<file path="config.mk">
export PLATFORM = sky130hd
export DESIGN_NAME = k_frame_energy_smoother
export DESIGN_NICKNAME = d
export VERILOG_FILES = /design/src/rtl/k_frame_energy_smoother.sv
export SDC_FILE = /design/constraint.sdc
export NUM_CORES = 2
export LEC_CHECK = 0
export BUFFER_PORTS_ARGS = -buffer_cell sky130_fd_sc_hd__buf_4
export CAP_MARGIN = 10
export CORE_MARGIN = 1
export CORE_UTILIZATION = 30
export CTS_CLUSTER_DIAMETER = 30
export DETAILED_ROUTE_END_ITERATION = 8
export PLACE_DENSITY = 0.46
export SLEW_MARGIN = 15
export SYNTH_ARGS = -nofsm -noshare
export SYNTH_HDL_FRONTEND = slang
export SYNTH_SLANG_ARGS = --single-unit
</file>
<file path="constraint.sdc">
create_clock -name clk -period 10.6 [get_ports clk]
set_clock_uncertainty 0.2 [all_clocks]
set_input_delay 0.53 -clock clk [delete_from_list [all_inputs] [get_ports clk]]
set_output_delay 0.53 -clock clk [all_outputs]
set_load 0.02 [all_outputs]
</file>
<file path="src/rtl/k_frame_energy_smoother.sv">
// ---------------------------------------------------------------------------
// k_frame_energy_smoother
//
// Sums FRAME_LEN = 2**LOG2_FRAME per-bin energies into a frame energy. Takes
// the frame mean, then applies attack/release exponential smoothing. The
// result is published as an envelope with a threshold-exceeded flag.
//
// Ports:
//   clk          clock
//   rst          asynchronous active-high reset
//   in_energy    [IN_WIDTH] unsigned bin energy from upstream
//   in_valid     upstream valid level; a 0->1 transition is one new sample
//   frame_sync   1-cycle pulse: restart frame counting, discard partial sum
//   threshold    [IN_WIDTH] unsigned compare level, sampled when publishing
//   env_out      [IN_WIDTH] smoothed frame-mean energy
//   env_valid    1-cycle pulse when env_out updates
//   over_thresh  env_out > threshold, registered together with env_out
//   overrun      sticky: a frame finished while the previous one was still
//                being post-processed (that frame is dropped)
//   peak_out     [IN_WIDTH] largest accepted bin energy of the published
//                frame (only when K_FRAME_PEAK_EN is defined)
//
// Optional feature macro: K_FRAME_PEAK_EN
// ---------------------------------------------------------------------------
module k_frame_energy_smoother #(
    parameter int IN_WIDTH      = 72,
    parameter int LOG2_FRAME    = 9,
    parameter int ATTACK_SHIFT  = 2,
    parameter int RELEASE_SHIFT = 6
) (
    input  logic                clk,
    input  logic                rst,
    input  logic [IN_WIDTH-1:0] in_energy,
    input  logic                in_valid,
    input  logic                frame_sync,
    input  logic [IN_WIDTH-1:0] threshold,
    output logic [IN_WIDTH-1:0] env_out,
    output logic                env_valid,
    output logic                over_thresh,
    output logic                overrun
`ifdef K_FRAME_PEAK_EN
    ,
    output logic [IN_WIDTH-1:0] peak_out
`endif
);

    // Accumulator carries LOG2_FRAME extra bits so a full frame cannot overflow.
    localparam int ACC_W = IN_WIDTH + LOG2_FRAME;
    localparam logic [LOG2_FRAME-1:0] CNT_LAST = {LOG2_FRAME{1'b1}};
    localparam logic [LOG2_FRAME-1:0] CNT_ONE  = LOG2_FRAME'(1);

    localparam logic [1:0] ST_IDLE    = 2'd0;
    localparam logic [1:0] ST_AVG     = 2'd1;
    localparam logic [1:0] ST_SMOOTH  = 2'd2;
    localparam logic [1:0] ST_PUBLISH = 2'd3;

    logic                  prev_valid_r;
    logic                  accept_s;
    logic [ACC_W-1:0]      acc_r;
    logic [ACC_W-1:0]      acc_sum_s;
    logic [LOG2_FRAME-1:0] cnt_r;
    logic [ACC_W-1:0]      snap_r;
    logic                  frame_done_r;
    logic [1:0]            state_r;
    logic [IN_WIDTH-1:0]   mean_r;
    logic [IN_WIDTH-1:0]   env_r;
    logic [IN_WIDTH-1:0]   env_next_s;

    assign accept_s  = in_valid & ~prev_valid_r;
    assign acc_sum_s = acc_r + {{LOG2_FRAME{1'b0}}, in_energy};

    // Edge detection, frame accumulation and end-of-frame snapshot.
    always_ff @(posedge clk or posedge rst) begin
        if (rst) begin
            prev_valid_r <= 1'b0;
            acc_r        <= '0;
            cnt_r        <= '0;
            snap_r       <= '0;
            frame_done_r <= 1'b0;
        end else begin
            prev_valid_r <= in_valid;
            frame_done_r <= 1'b0;
            // frame_sync wins over a coincident sample, which is discarded.
            if (frame_sync) begin
                acc_r <= '0;
                cnt_r <= '0;
            end else if (accept_s) begin
                if (cnt_r == CNT_LAST) begin
                    snap_r       <= acc_sum_s;
                    acc_r        <= '0;
                    cnt_r        <= '0;
                    frame_done_r <= 1'b1;
                end else begin
                    acc_r <= acc_sum_s;
                    cnt_r <= cnt_r + CNT_ONE;
                end
            end else begin
                acc_r <= acc_r;
                cnt_r <= cnt_r;
            end
        end
    end

    // One attack/release smoothing step; result always lies between env and mean.
    always_comb begin
        env_next_s = env_r;
        if (mean_r >= env_r) begin
            env_next_s = env_r + ((mean_r - env_r) >> ATTACK_SHIFT);
        end else begin
            env_next_s = env_r - ((env_r - mean_r) >> RELEASE_SHIFT);
        end
    end

    // Post-process sequencer (IDLE -> AVG -> SMOOTH -> PUBLISH) and outputs.
    always_ff @(posedge clk or posedge rst) begin
        if (rst) begin
            state_r     <= ST_IDLE;
            mean_r      <= '0;
            env_r       <= '0;
            env_out     <= '0;
            env_valid   <= 1'b0;
            over_thresh <= 1'b0;
            overrun     <= 1'b0;
        end else begin
            env_valid <= 1'b0;
            // A frame finishing while busy is dropped; the current one carries on.
            if (frame_done_r && (state_r != ST_IDLE)) begin
                overrun <= 1'b1;
            end
            case (state_r)
                ST_IDLE: begin
                    if (frame_done_r) begin
                        state_r <= ST_AVG;
                    end else begin
                        state_r <= ST_IDLE;
                    end
                end
                ST_AVG: begin
                    mean_r  <= snap_r[ACC_W-1:LOG2_FRAME];
                    state_r <= ST_SMOOTH;
                end
                ST_SMOOTH: begin
                    env_r   <= env_next_s;
                    state_r <= ST_PUBLISH;
                end
                ST_PUBLISH: begin
                    env_out     <= env_r;
                    over_thresh <= (env_r > threshold);
                    env_valid   <= 1'b1;
                    state_r     <= ST_IDLE;
                end
                default: begin
                    state_r <= ST_IDLE;
                end
            endcase
        end
    end

`ifdef K_FRAME_PEAK_EN
    logic [IN_WIDTH-1:0] peak_run_r;
    logic [IN_WIDTH-1:0] peak_snap_r;
    logic [IN_WIDTH-1:0] peak_new_s;

    assign peak_new_s = (in_energy > peak_run_r) ? in_energy : peak_run_r;

    // Running per-frame maximum, snapshotted alongside the frame sum.
    always_ff @(posedge clk or posedge rst) begin
        if (rst) begin
            peak_run_r  <= '0;
            peak_snap_r <= '0;
        end else begin
            if (frame_sync) begin
                peak_run_r <= '0;
            end else if (accept_s) begin
                if (cnt_r == CNT_LAST) begin
                    peak_snap_r <= peak_new_s;
                    peak_run_r  <= '0;
                end else begin
                    peak_run_r <= peak_new_s;
                end
            end else begin
                peak_run_r <= peak_run_r;
            end
        end
    end

    // Peak is published in the same cycle as the envelope.
    always_ff @(posedge clk or posedge rst) begin
        if (rst) begin
            peak_out <= '0;
        end else if (state_r == ST_PUBLISH) begin
            peak_out <= peak_snap_r;
        end else begin
            peak_out <= peak_out;
        end
    end
`endif

endmodule

</file>
* Yosys cells after proc, flatten, opt, wreduce, memory -nomap -nowiden
Index checks and enable logic that the tools add are counted. W data, S select, Z words.
Storage, ports and cells: flip-flop bits (word level) 394, logic and storage cells 45, input port bits 148, output and inout bits 75
Operators by class: $add $sub $neg 6, eq/ne operators 4, magnitude comparators 2, bitwise gates (word level) 3, reductions and logical operators 5, muxes and demuxes 13
Operators with widths (number):
- $mux W81 | 3
- $sub A72 B72 Y72 | 2
- $add A81 B72 Y81 | 1
- $add A72 B70 Y72 | 1
- $ge A72 B72 Y1 | 1
- $gt A72 B72 Y1 | 1
- $mux W72 | 1
- $sub A72 B66 Y72 | 1
- $mux W9 | 3
- $add A9 B1 Y9 const B | 1
- $eq A9 B9 Y1 const B | 1
- $pmux W2 S4 | 1
- $mux W1 | 5
- $eq A2 B2 Y1 const B | 2
- $reduce_bool A2 Y1 | 2
- $reduce_and A3 Y1 | 1
- $eq A2 B1 Y1 const B | 1
- $logic_not A2 Y1 | 1
- $not A1 Y1 | 2
- $and A1 B1 Y1 | 1
- $logic_and A1 B1 Y1 | 1

* Depth between registers and ports, before layout
word-level depth 4, depth in mapped cells 33, gate-level depth less buffers 31

* Worst setup path before layout
No wires, ideal clock.
kind flip-flop to flip-flop, from reg env_r[4], to reg env_r[71], data arrival time 7.047 ns, clock period less this slack 7.337 ns, setup slack 3.263 ns, stages on the path, launching flop included 31, cells stage by stage dfrtp_1 > ha_1 > buf_2 > nand4_1 > a211o_1 > nand3_1 > xor2_1 > or3b_4 > or4_1 > buf_2 > nor4b_4 > nand4b_4 > nor3_1 > nand4_1 > nor4_1 > xnor2_1 > mux2i_1 > ha_1 > nand3_1 > nor3_1 > nand2_1 > a2111oi_0 > a2111oi_0 > nor3_1 > nor3_1 > nand3b_1 > a21oi_1 > a31o_2 > or4b_2 > o311a_1 > o2111ai_1
On the way: cells in the longest elaborated chain, start to end 3, elaborated cells between the ends (all ways) 6, classes of those cells add/sub: 4; order compare: 1; mux: 1
Ends and longest elaborated chain:
- start, declared | RTL line 66 | logic [IN_WIDTH-1:0] env_r;
- start signal, assigned | RTL line 143 | env_r <= env_next_s;
- $sub A72 B72 Y72, on equally long branches | RTL line 110, 108
- $sub A72 B66 Y72 or $add A72 B70 Y72 (tied branches) | RTL line 110, 108
- $mux W72 (*) | RTL line 107 | if (mean_r >= env_r) begin
Mark *: on every way between the ends. The rest lies on a longest branch, timed or not. A chain may end at the register's enable or synchronous reset.

* Final worst setup path
from reg env_r[5], to reg env_r[71]
Same word-level chain as after synthesis.

==> impl_results.md <==
* Setup ws final at slightly above 0.7 ns
* Slew Limit Fails at 0
* Nets at ~4.9k
* Beginning of the critical path: env_r[5]
* Fmax at 101.3 MHz
* Simple-gate area share of the yosys netlist at about 16%
* Worst-path cell with the longest stage delay: or4_1
* Initial antenna violation count at 8
* Number of synthesized flops with an enable pin at 0
* Die height at around 340 um
* Seq/Total Area, Yosys at about 28%
* Max-Cap Viols at 0
* Area contributors post-synth: dfrtp_1, ha_1, o21ai_0, a21oi_1, nand2_1
* Most common library cells after synthesis: nand2_1, o21ai_0, a21oi_1
* CTS Buffer Depth at 3
* Leak Pwr at roughly 22 nW
* Worst hold stages at 4
* Num CTS Buffers at 132
* Met2 Use GR at about a third
* Clk slew on worst S/H paths at about 0.04 ns
* Final Hold Fails at 0
* Synth Register Bits at between 300 and 400
* Pint at roughly 0.0045 W
* Final setup vio count at 0
* Clk Latency, worst-skew pair at between 0.7 and 0.8 ns
* Largest family of logic cells by synthesized area: compound AO/OA/AOI/OAI gates
* Area leader, netlist: dfrtp_1
* Via/cell ratio at around 5.3
* Reg-to-reg startpoint: env_r[5]
* N_diodes at 0
* M3 GR Usage at between 3 and 4%
* Layout cells sized above 1 at 14.79%
* Placer Congestion at between 0.9 and 1
* CTS H-Tree Depth at 4
* Mapped Cells at 4181
* Hold/Removal Path Class: in -> reg
* Starting DRT DRC Count at approximately 2.4k
* Number of cells on the worst reg-to-reg path at 31
* Crit Path Max Fanout at 8
* Pwr/cell area at 141.1 nW/um^2
* I/O Buffers at approximately 220
* Final wirelength at around 130 mm
* Synth unique cells at around 100
* Grt met1 use at about 32%
* Clk root buf: clkbuf_16
* Seq pwr share at around 25%
* Relative slew slack at between 20% and 30%
* Layout area overhead at 23.44%
* Die Wd at 341.0 um
* Postcts setup bufs at 0
* NetSw at approximately 0.0015 W
* Setup crit end kind: register
* DP Wirelength at around 110 mm
* CP arrival at between 10 and 15 ns
* Startpoint types: register
* Antenna Violating Nets Remaining at 0
* Clock sink count at between 300 and 400
* Ys Warns at 0
* Cell Rows at 123
* XOR/XNOR share of the synthesized area at 7.873%
* Synth async-reset ratio at 100.0%
* Crit path time final at a little under 10 ns
* HP Start: in_energy[2]
* Mapped Area at 34470 sq um
* WL per Instance at ~22 um
* Most numerous cell in the Yosys netlist: nand2_1
* Setup CP Type: reg -> reg
* Syn_nets at around 4.7k
* Die area at 116300 sq um
* Clock share of power at ~67%
* Post-Synth Adder-Cell Area at a little over an eighth
* Initial Util at between 30% and 40%
* Setup_tns at 0 ns
* 1st-pass router iterations at 6
* Mux cell area share after synthesis at 4.142%
* CTS tree: done
* IO Pins at about 220
* Worst vdd rail ir drop at ~0.14 mV
* GRT overflow at 0
* Busiest grt layer: met2
* First-pass GRT wire length at 200.9 mm
* GRT Overall Usage at between 20% and 30%
* Crit-path max cell delay at slightly below 0.7 ns
* Post-Place Worst Slack at around 0.32 ns
* Mean area per synthesized cell at 8.245 sq um
* Net switching fraction of the power at 24.23%
* Top_reg_cell synth: dfrtp_1
* Core box area at 113300 sq um
* Status: finished clean
* Top-area cell type share of the netlist area at between 20% and 30%
* Worst EP required at approximately 11 ns
* Worst-Margin Slew at around 1.2 ns
* Compound-Gate Fraction of Synth Area at roughly 25%
* Largest net degree at the start of global routing at 140
* Combinational share of power at under 10%
* DRC Markers at 0
* Vias in the first global route at between 30k and 40k
* Unrepaired setup endpoints after global routing: false
* Crit share post-route at between 90 and 100%
* Via count at 31.97k
-- metal layers --
| metal | wire, um | vias to the layer above |
|---|---|---|
| li1 | - | 15610 |
| met1 | 64170 | 15310 |
| met2 | 58020 | 873 |
| met3 | 6990 | 182 |
| met4 | 3259 | 0 |
| met5 | 0 | - |
-- what timing repair did --
action,CTS,global route
hold buffers,5,0
gates resized for setup,0,3
setup endpoints to repair,0,1
endpoints found under the hold margin,140,0
-- final cells by class --
class	instances	area (sq um)
clock buffer	188	3886
sequential	385	9634
multi-input combinational	3338	23080
inverter	284	1070
clock inverter	43	815.8
fill	11830	70720
tap	1500	1877
timing repair buffer	286	2185
-- power groups by stage --
stage                     Combinational (W)  Clock, W  Sequential (W)
after floorplan                    0.000291         0         0.00153
after global placement             0.000453         0         0.00153
after detailed placement           0.000453         0         0.00153
after CTS                          0.000457   0.00413         0.00151
after global routing               0.000503   0.00422         0.00151
final                              0.000451   0.00404         0.00151
-- worst max-delay path: cells and delay by family, from the launching register on --
| family | cells | cell delay [ns] |
|---|---|---|
| AND/OR/NAND/NOR | 16 | 5.26 |
| flip-flops | 1 | 0.45 |
| XOR/XNOR | 2 | 0.38 |
| buffers and inverters | 3 | 0.52 |
| AO/OA/AOI/OAI | 7 | 1.78 |
| multiplexers | 1 | 0.20 |
| adder cells (fa/ha/maj) | 2 | 0.95 |
-- through the flow --
| stage | instances | utilization (%) | hold slack, ns | instance area [sq um] | power, W |
|---|---|---|---|---|---|
| 6_report | 6024 | 37.57 | 0.07428 | 42550 | 0.006004 |
| 5_1_grt | 6024 | 37.57 | 0.1041 | 42550 | 0.006241 |
| 4_1_cts | 6024 | 37.56 | 0.03185 | 42540 | 0.006099 |
| 3_5_place_dp | 5788 | 33.36 | 0.2631 | 37790 | 0.001984 |
| 3_3_place_gp | 5788 | 33.36 | 0.2610 | 37790 | 0.001985 |
| 2_1_floorplan | 4181 | - | 0.2441 | 34470 | 0.001820 |
-- cells in the final DEF (no fill, tap or decap), types with 23 or more instances in the layout --
| master | count |
|---|---|
| a211oi_1 | 25 |
| mux2_2 | 109 |
| clkbuf_8 | 33 |
| nand3_1 | 72 |
| nand2b_1 | 36 |
| a22o_1 | 58 |
| nor2b_1 | 33 |
| buf_4 | 279 |
| a21oi_1 | 386 |
| clkbuf_16 | 134 |
| ha_1 | 362 |
| o31ai_1 | 29 |
| and3_1 | 28 |
| a21o_1 | 185 |
| and2_1 | 26 |
| o21a_1 | 42 |
| a31oi_1 | 23 |
| nand2_1 | 472 |
| inv_1 | 282 |
| nand4_1 | 86 |
| o21ai_0 | 407 |
| or3_1 | 29 |
| xor2_1 | 123 |
| nor2_1 | 205 |
| nor3_1 | 74 |
| o21bai_1 | 49 |
| dfrtp_1 | 385 |
| xnor2_1 | 185 |
-- logic make-up (layout without fill, tap and decap cells) --
| group | after synthesis | after routing |
|---|---|---|
| multiplexers | 129 | 129 |
| buffers and inverters | 458 | 801 |
| flip-flops | 385 | 385 |
| AND/OR/NAND/NOR | 1150 | 1150 |
| adder cells (fa/ha/maj) | 367 | 367 |
| AO/OA/AOI/OAI | 1383 | 1383 |
| XOR/XNOR | 309 | 309 |
-- sequential cells by signal, indices dropped and copies added, names as in the netlist --
| name | count |
|---|---|
| cnt_r | 9 |
| frame_done_r | 1 |
| mean_r | 72 |
| prev_valid_r | 1 |
| env_r | 72 |
| over_thresh | 1 |
| env_out | 72 |
| snap_r | 72 |
| state_r | 2 |
| acc_r | 81 |
| overrun | 1 |
| env_valid | 1 |
-- final timing paths --
kind                              end  slack, ns
min in group asynchronous   acc_r[17]       0.38
hold / removal               acc_r[2]       0.07
setup reg to reg            env_r[71]       0.73
hold reg to reg            snap_r[43]       0.27
setup / recovery            env_r[71]       0.73
max in group asynchronous    env_r[5]       8.29
Note: power is estimated with default switching activity, not from simulation.
